===== src/rtl/i2c_slave_regbank.sv =====
// I2C slave fronting a local register bank: 8-bit pointer, auto-increment, burst read/write.
// SCL/SDA are oversampled on clk; START/STOP (incl. repeated START) are honoured in every state.
module i2c_slave_regbank #(
  parameter int unsigned NUM_REGS    = 16,
  parameter int unsigned AW          = $clog2(NUM_REGS),
  parameter logic [6:0]  DEV_ADDR    = 7'h50,
  parameter int unsigned SYNC_STAGES = 2,
  parameter bit          WRAP        = 1'b1
) (
  input  logic                  clk,
  input  logic                  rst_n,
  input  logic                  scl_i,
  input  logic                  sda_i,
  output logic                  sda_oe,
  input  logic                  host_we,
  input  logic [AW-1:0]         host_idx,
  input  logic [7:0]            host_wdata,
  output logic                  wr_strobe,
  output logic [AW-1:0]         wr_idx,
  output logic [7:0]            wr_data,
  output logic                  rd_strobe,
  output logic                  busy,
  output logic                  selected,
  output logic [NUM_REGS*8-1:0] regs_flat
);

  localparam logic [AW-1:0] LAST_IDX = AW'(NUM_REGS - 1);

  typedef enum logic [2:0] {
    IDLE, ADDR, A_ACK, PTR, D_ACK, WDATA, RDATA, M_ACK
  } state_t;

  logic [SYNC_STAGES-1:0] scl_sync, sda_sync;
  logic                   scl_d, sda_d;
  logic                   scl_s, sda_s;
  logic                   scl_rise, scl_fall, start_c, stop_c;

  state_t          state;
  logic [3:0]      bit_cnt;
  logic [6:0]      shreg;
  logic [7:0]      byte_c;
  logic [AW-1:0]   ptr, ptr_nxt_c;
  logic            sat, rw, ack_on;
  logic [7:0]      tx;
  logic [7:0]      regs [NUM_REGS];

  // Bus synchroniser plus one edge-detect stage; idles high so reset never fakes an edge
  always_ff @(posedge clk or negedge rst_n) begin
    if (!rst_n) begin
      scl_sync <= '1;
      sda_sync <= '1;
      scl_d    <= 1'b1;
      sda_d    <= 1'b1;
    end else begin
      scl_sync <= {scl_sync[SYNC_STAGES-2:0], scl_i};
      sda_sync <= {sda_sync[SYNC_STAGES-2:0], sda_i};
      scl_d    <= scl_s;
      sda_d    <= sda_s;
    end
  end

  assign scl_s    = scl_sync[SYNC_STAGES-1];
  assign sda_s    = sda_sync[SYNC_STAGES-1];
  assign scl_rise = scl_s & ~scl_d;
  assign scl_fall = ~scl_s & scl_d;
  assign start_c  = scl_s & scl_d & sda_d & ~sda_s;
  assign stop_c   = scl_s & scl_d & ~sda_d & sda_s;
  assign byte_c   = {shreg, sda_s};

  // Pointer advance: wrap to 0 or hold at the last register
  always_comb begin
    ptr_nxt_c = ptr + AW'(1);
    if (ptr == LAST_IDX) begin
      ptr_nxt_c = WRAP ? '0 : ptr;
    end
  end

  // Protocol FSM and register bank; the I2C commit is written after the host write so it wins
  always_ff @(posedge clk or negedge rst_n) begin
    if (!rst_n) begin
      state     <= IDLE;
      bit_cnt   <= '0;
      shreg     <= '0;
      ptr       <= '0;
      sat       <= 1'b0;
      rw        <= 1'b0;
      ack_on    <= 1'b0;
      tx        <= '0;
      sda_oe    <= 1'b0;
      wr_strobe <= 1'b0;
      wr_idx    <= '0;
      wr_data   <= '0;
      rd_strobe <= 1'b0;
      busy      <= 1'b0;
      selected  <= 1'b0;
      for (int i = 0; i < NUM_REGS; i++) regs[i] <= '0;
    end else begin
      wr_strobe <= 1'b0;
      rd_strobe <= 1'b0;

      if (host_we && (32'(host_idx) < NUM_REGS)) regs[host_idx] <= host_wdata;

      if (start_c) begin
        state    <= ADDR;
        bit_cnt  <= '0;
        sda_oe   <= 1'b0;
        busy     <= 1'b1;
        selected <= 1'b0;
      end else if (stop_c) begin
        state    <= IDLE;
        sda_oe   <= 1'b0;
        busy     <= 1'b0;
        selected <= 1'b0;
      end else begin
        case (state)
          IDLE: ;

          ADDR: if (scl_rise) begin
            shreg   <= byte_c[6:0];
            bit_cnt <= bit_cnt + 4'd1;
            if (bit_cnt == 4'd7) begin
              if (byte_c[7:1] == DEV_ADDR) begin
                state    <= A_ACK;
                selected <= 1'b1;
                rw       <= byte_c[0];
                ack_on   <= 1'b0;
              end else begin
                state <= IDLE;
              end
            end
          end

          // First SCL fall drives ACK, second ends it and starts the data phase
          A_ACK: if (scl_fall) begin
            if (!ack_on) begin
              sda_oe <= 1'b1;
              ack_on <= 1'b1;
            end else begin
              bit_cnt <= '0;
              if (rw) begin
                tx        <= regs[ptr];
                rd_strobe <= 1'b1;
                sda_oe    <= ~regs[ptr][7];
                state     <= RDATA;
              end else begin
                sda_oe <= 1'b0;
                state  <= PTR;
              end
            end
          end

          PTR: if (scl_rise) begin
            shreg   <= byte_c[6:0];
            bit_cnt <= bit_cnt + 4'd1;
            if (bit_cnt == 4'd7) begin
              if ({1'b0, byte_c} >= 9'(NUM_REGS)) begin
                state    <= IDLE;
                selected <= 1'b0;
              end else begin
                ptr    <= AW'(byte_c);
                sat    <= 1'b0;
                ack_on <= 1'b0;
                state  <= D_ACK;
              end
            end
          end

          D_ACK: if (scl_fall) begin
            if (!ack_on) begin
              sda_oe <= 1'b1;
              ack_on <= 1'b1;
            end else begin
              sda_oe  <= 1'b0;
              bit_cnt <= '0;
              state   <= WDATA;
            end
          end

          WDATA: if (scl_rise) begin
            shreg   <= byte_c[6:0];
            bit_cnt <= bit_cnt + 4'd1;
            if (bit_cnt == 4'd7) begin
              if (sat) begin
                state    <= IDLE;
                selected <= 1'b0;
              end else begin
                regs[ptr] <= byte_c;
                wr_strobe <= 1'b1;
                wr_idx    <= ptr;
                wr_data   <= byte_c;
                ptr       <= ptr_nxt_c;
                sat       <= !WRAP && (ptr == LAST_IDX);
                ack_on    <= 1'b0;
                state     <= D_ACK;
              end
            end
          end

          // Bit 7 was already presented when entering from A_ACK; later bits follow each fall
          RDATA: begin
            if (scl_rise) begin
              bit_cnt <= bit_cnt + 4'd1;
            end else if (scl_fall) begin
              if (bit_cnt == 4'd8) begin
                sda_oe <= 1'b0;
                state  <= M_ACK;
              end else begin
                sda_oe <= ~tx[3'(4'd7 - bit_cnt)];
              end
            end
          end

          M_ACK: if (scl_rise) begin
            if (!sda_s) begin
              ptr       <= ptr_nxt_c;
              tx        <= regs[ptr_nxt_c];
              rd_strobe <= 1'b1;
              bit_cnt   <= '0;
              state     <= RDATA;
            end else begin
              state    <= IDLE;
              selected <= 1'b0;
            end
          end

          default: state <= IDLE;
        endcase
      end
    end
  end

  for (genvar g = 0; g < NUM_REGS; g++) begin : g_flat
    assign regs_flat[8*g +: 8] = regs[g];
  end

endmodule


===== config.mk =====
export PLATFORM = sky130hd
export DESIGN_NAME = i2c_slave_regbank
export DESIGN_NICKNAME = d
export VERILOG_FILES = /design/src/rtl/i2c_slave_regbank.sv
export SDC_FILE = /design/constraint.sdc
export NUM_CORES = 1
export LEC_CHECK = 0
export CORE_MARGIN = 2
export CORE_UTILIZATION = 55
export CTS_CLUSTER_SIZE = 14
export DETAILED_ROUTE_END_ITERATION = 10
export HOLD_SLACK_MARGIN = 0.1
export PLACE_DENSITY = 0.81
export RECOVER_POWER = 100
export SETUP_SLACK_MARGIN = 0.4
export SYNTH_ARGS = -nofsm -noshare
export SYNTH_HDL_FRONTEND = slang
export SYNTH_SLANG_ARGS = --single-unit

===== constraint.sdc =====
create_clock -name clk -period 3.7 [get_ports clk]
set_input_delay 0.925 -clock clk [delete_from_list [all_inputs] [get_ports clk]]
set_output_delay 0.925 -clock clk [all_outputs]
set_load 0.02 [all_outputs]

==> results_dict.tcl <==
set metrics [dict create \
    cts_tree "done" \
    cts-resized-gates 0 \
    worst_slew_pin_slew_ps 2020 \
    drt-pass1-iter-count 7 \
    arrival_ps 3360 \
    finalNetCount 1164 \
    timing.hold.ws_ps 365 \
    setup_viol 0 \
    die_x_um 143 \
    cts.sinks 179 \
    setup_tns_ps 0 \
    io_buffers 161 \
    antenna_cells 0 \
    drtAntennaViolNets 0 \
    finalHoldViolCount 0 \
    endpoint_kind "flop" \
    max_freq_ghz 0.330 \
    synth_edf_count 0 \
    vias_per_cell 6.89 \
    drive_gt1_frac 0.133 \
    outcome "finished, violations left" \
    hold_class "reg2reg" \
    io_pins 162 \
    ys_types 59 \
    die_h_um 143 \
    rows 50 \
    grt_max_degree 75 \
    cts_max_level 4 \
    crit_path_cell_trace "xor2_1, a21o_1, a311oi_1, nand2_1, mux2_2" \
    cts.clk_slew.worst_paths_ps 70 \
    insertion_delay_ps 450 \
    ys_warn_count 0 \
    startpoint_type "flop" \
    overflow 0 \
    crit_slowest_cell "dfstp_1" \
    max_slew_margin -0.345 \
    dp_hpwl_um 23800 \
    violations "capacitance limit, slew limit" \
    cts_root_buf "clkbuf_16" \
    grt_pass1_wl_um 54800 \
    dr.first_iter.drc_count 1213 \
    synth_seq_cells 179 \
    yosysTopAreaCell "dfrtp_1" \
    p_per_area_mw_per_mm2 501 \
    start_util 0.564 \
    coreArea_mm2 0.0188 \
    num_vias 9560 \
    slowest_delay_ps 1460 \
    antenna_found_initial 0 \
    synthTopCellsByArea "dfrtp_1, mux4_2, mux2i_1" \
    ir_drop_v 0.000366 \
    crit_type "reg2reg" \
    fin_crit_sh 0.819 \
    wl_per_cell_um 25.6 \
    final.setup_skew_ps 11.5 \
    routabilityCongestion 0.963 \
    cts_buffers 17 \
    ys_seq_area_frac 0.424 \
    die_area_mm2 0.0204 \
    holdBufCountCts 0 \
    postCtsSetupRepairBufs 0 \
    syn_inst 1002 \
    synthTopCellsByCount "dfrtp_1, a21oi_1, nor2_1" \
    drc 0 \
    maxCapViolCount 1 \
    syn-num-nets 1025 \
    grt_setup_unrepaired "false" \
    grt_use_total 0.360 \
    synth_area_mm2 0.0106 \
    slew_violations 74 \
    synth_flop_cell "dfrtp_1" \
    cts_buffer_depth 2 \
    synth.avg_cell_area_um2 10.6 \
    routed_wirelength_um 35500 \
    yosysMostFrequentCell "dfrtp_1" \
    reg2reg_setup_slack_ps 670 \
    grt_pass1_vias 9362 \
    synth_top_area_share 0.409 \
    synth-async-reset-ratio 1.00 \
    area_delta_synth_final_pct 22.6 \
    cp.required_ps 4030 \
    fin_crit_ps 3030 \
    cp_max_fo 31 \
    p_leak_nw 5.42 \
]
[layer usage]
| metal | track usage | vias to the layer above | part of all wire |
|---|---|---|---|
| met4 | 0.168 | 0 | 0.051 |
| li1 | - | 3986 | - |
| met5 | 0 | - | 0 |
| met1 | 0.479 | 4651 | 0.36 |
| met3 | 0.0966 | 152 | 0.13 |
| met2 | 0.554 | 771 | 0.46 |
[critical path: cells and delay by family, from the launching register on]
kind,cells,cell delay (ps)
xor gates and xnor gates,1,240
AOI/OAI and AO/OA,2,680
DFF,1,1460
muxes,1,310
and+or+nand+nor,1,210
[placed cells by master, fill, tap and decap left out, types with 12 or more instances in the layout]
| master | count |
|---|---|
| dfrtp_1 | 172 |
| a21oi_1 | 151 |
| nor2_1 | 150 |
| dlygate4sd3_1 | 148 |
| mux2i_1 | 134 |
| mux4_2 | 63 |
| nand2_1 | 33 |
| nand3_1 | 30 |
| a22oi_1 | 23 |
| mux2_2 | 22 |
| buf_4 | 21 |
| clkbuf_16 | 17 |
| clkbuf_1 | 15 |
| o21ai_0 | 12 |
| clkdlybuf4s50_1 | 12 |
[registers in the layout (all words and copies together), names as in the netlist, 2 cells and up]
signal,cells
regs_flat,128
tx,8
wr_data,8
shreg,7
bit_cnt,4
ptr,4
wr_idx,4
state,3
scl_sync,2
sda_sync,2
[through the flow]
step,cell area (µm²),utilization,instances,setup slack (ps),power [mW]
final,13000,0.691,1388,670,6.49
after detailed placement,12400,0.663,1356,890,4.74
after global routing,13000,0.691,1388,487,6.71
after floorplan,10600,-,1002,938,3.66
after global placement,12400,0.663,1356,927,4.67
after CTS,13000,0.695,1388,970,6.59
[final timing paths]
kind	startpoint	end	depth (start not counted)
max	sda_sync[1]$_DFF_PN1_	ptr[0]$_DFFE_PN0P_	5
min	scl_sync[0]$_DFF_PN1_	scl_sync[1]$_DFF_PN1_	0
max reg2reg	sda_sync[1]$_DFF_PN1_	ptr[0]$_DFFE_PN0P_	5
min reg2reg	scl_sync[0]$_DFF_PN1_	scl_sync[1]$_DFF_PN1_	0
max in group asynchronous	rst_n	regs_flat[64]$_DFF_PN0_	2
min in group asynchronous	rst_n	regs_flat[126]$_DFF_PN0_	1
[kinds of logic after synthesis]
family                     Yosys count  share of synthesized area
DFF                                179                      0.424
muxes                              219                      0.284
and+or+nand+nor                    265                      0.112
xor gates and xnor gates             4                    0.00331
buffers and inverters               92                     0.0391
adders and majority gates            7                    0.00804
AOI/OAI and AO/OA                  236                      0.129
[cell type report]
class / count / area [µm²]
flip-flops and latches: 179 / 4490
well taps: 234 / 293
multi-input cells: 731 / 5680
clock buffers: 18 / 439
inverters: 11 / 41.3
repair buffers: 201 / 1870
fillers: 1423 / 5790
clock inverters: 14 / 164
[report_power, final]
part / internal (mW) / total [mW] / leakage, nW / switching, mW
logic: 0.904 / 1.88 / 3.04 / 0.978
clock network: 0.981 / 1.87 / 0.289 / 0.888
registers: 2.29 / 2.74 / 2.09 / 0.454
total: 4.17 / 6.49 / 5.42 / 2.32
Note: power is estimated with default switching activity, not from simulation.
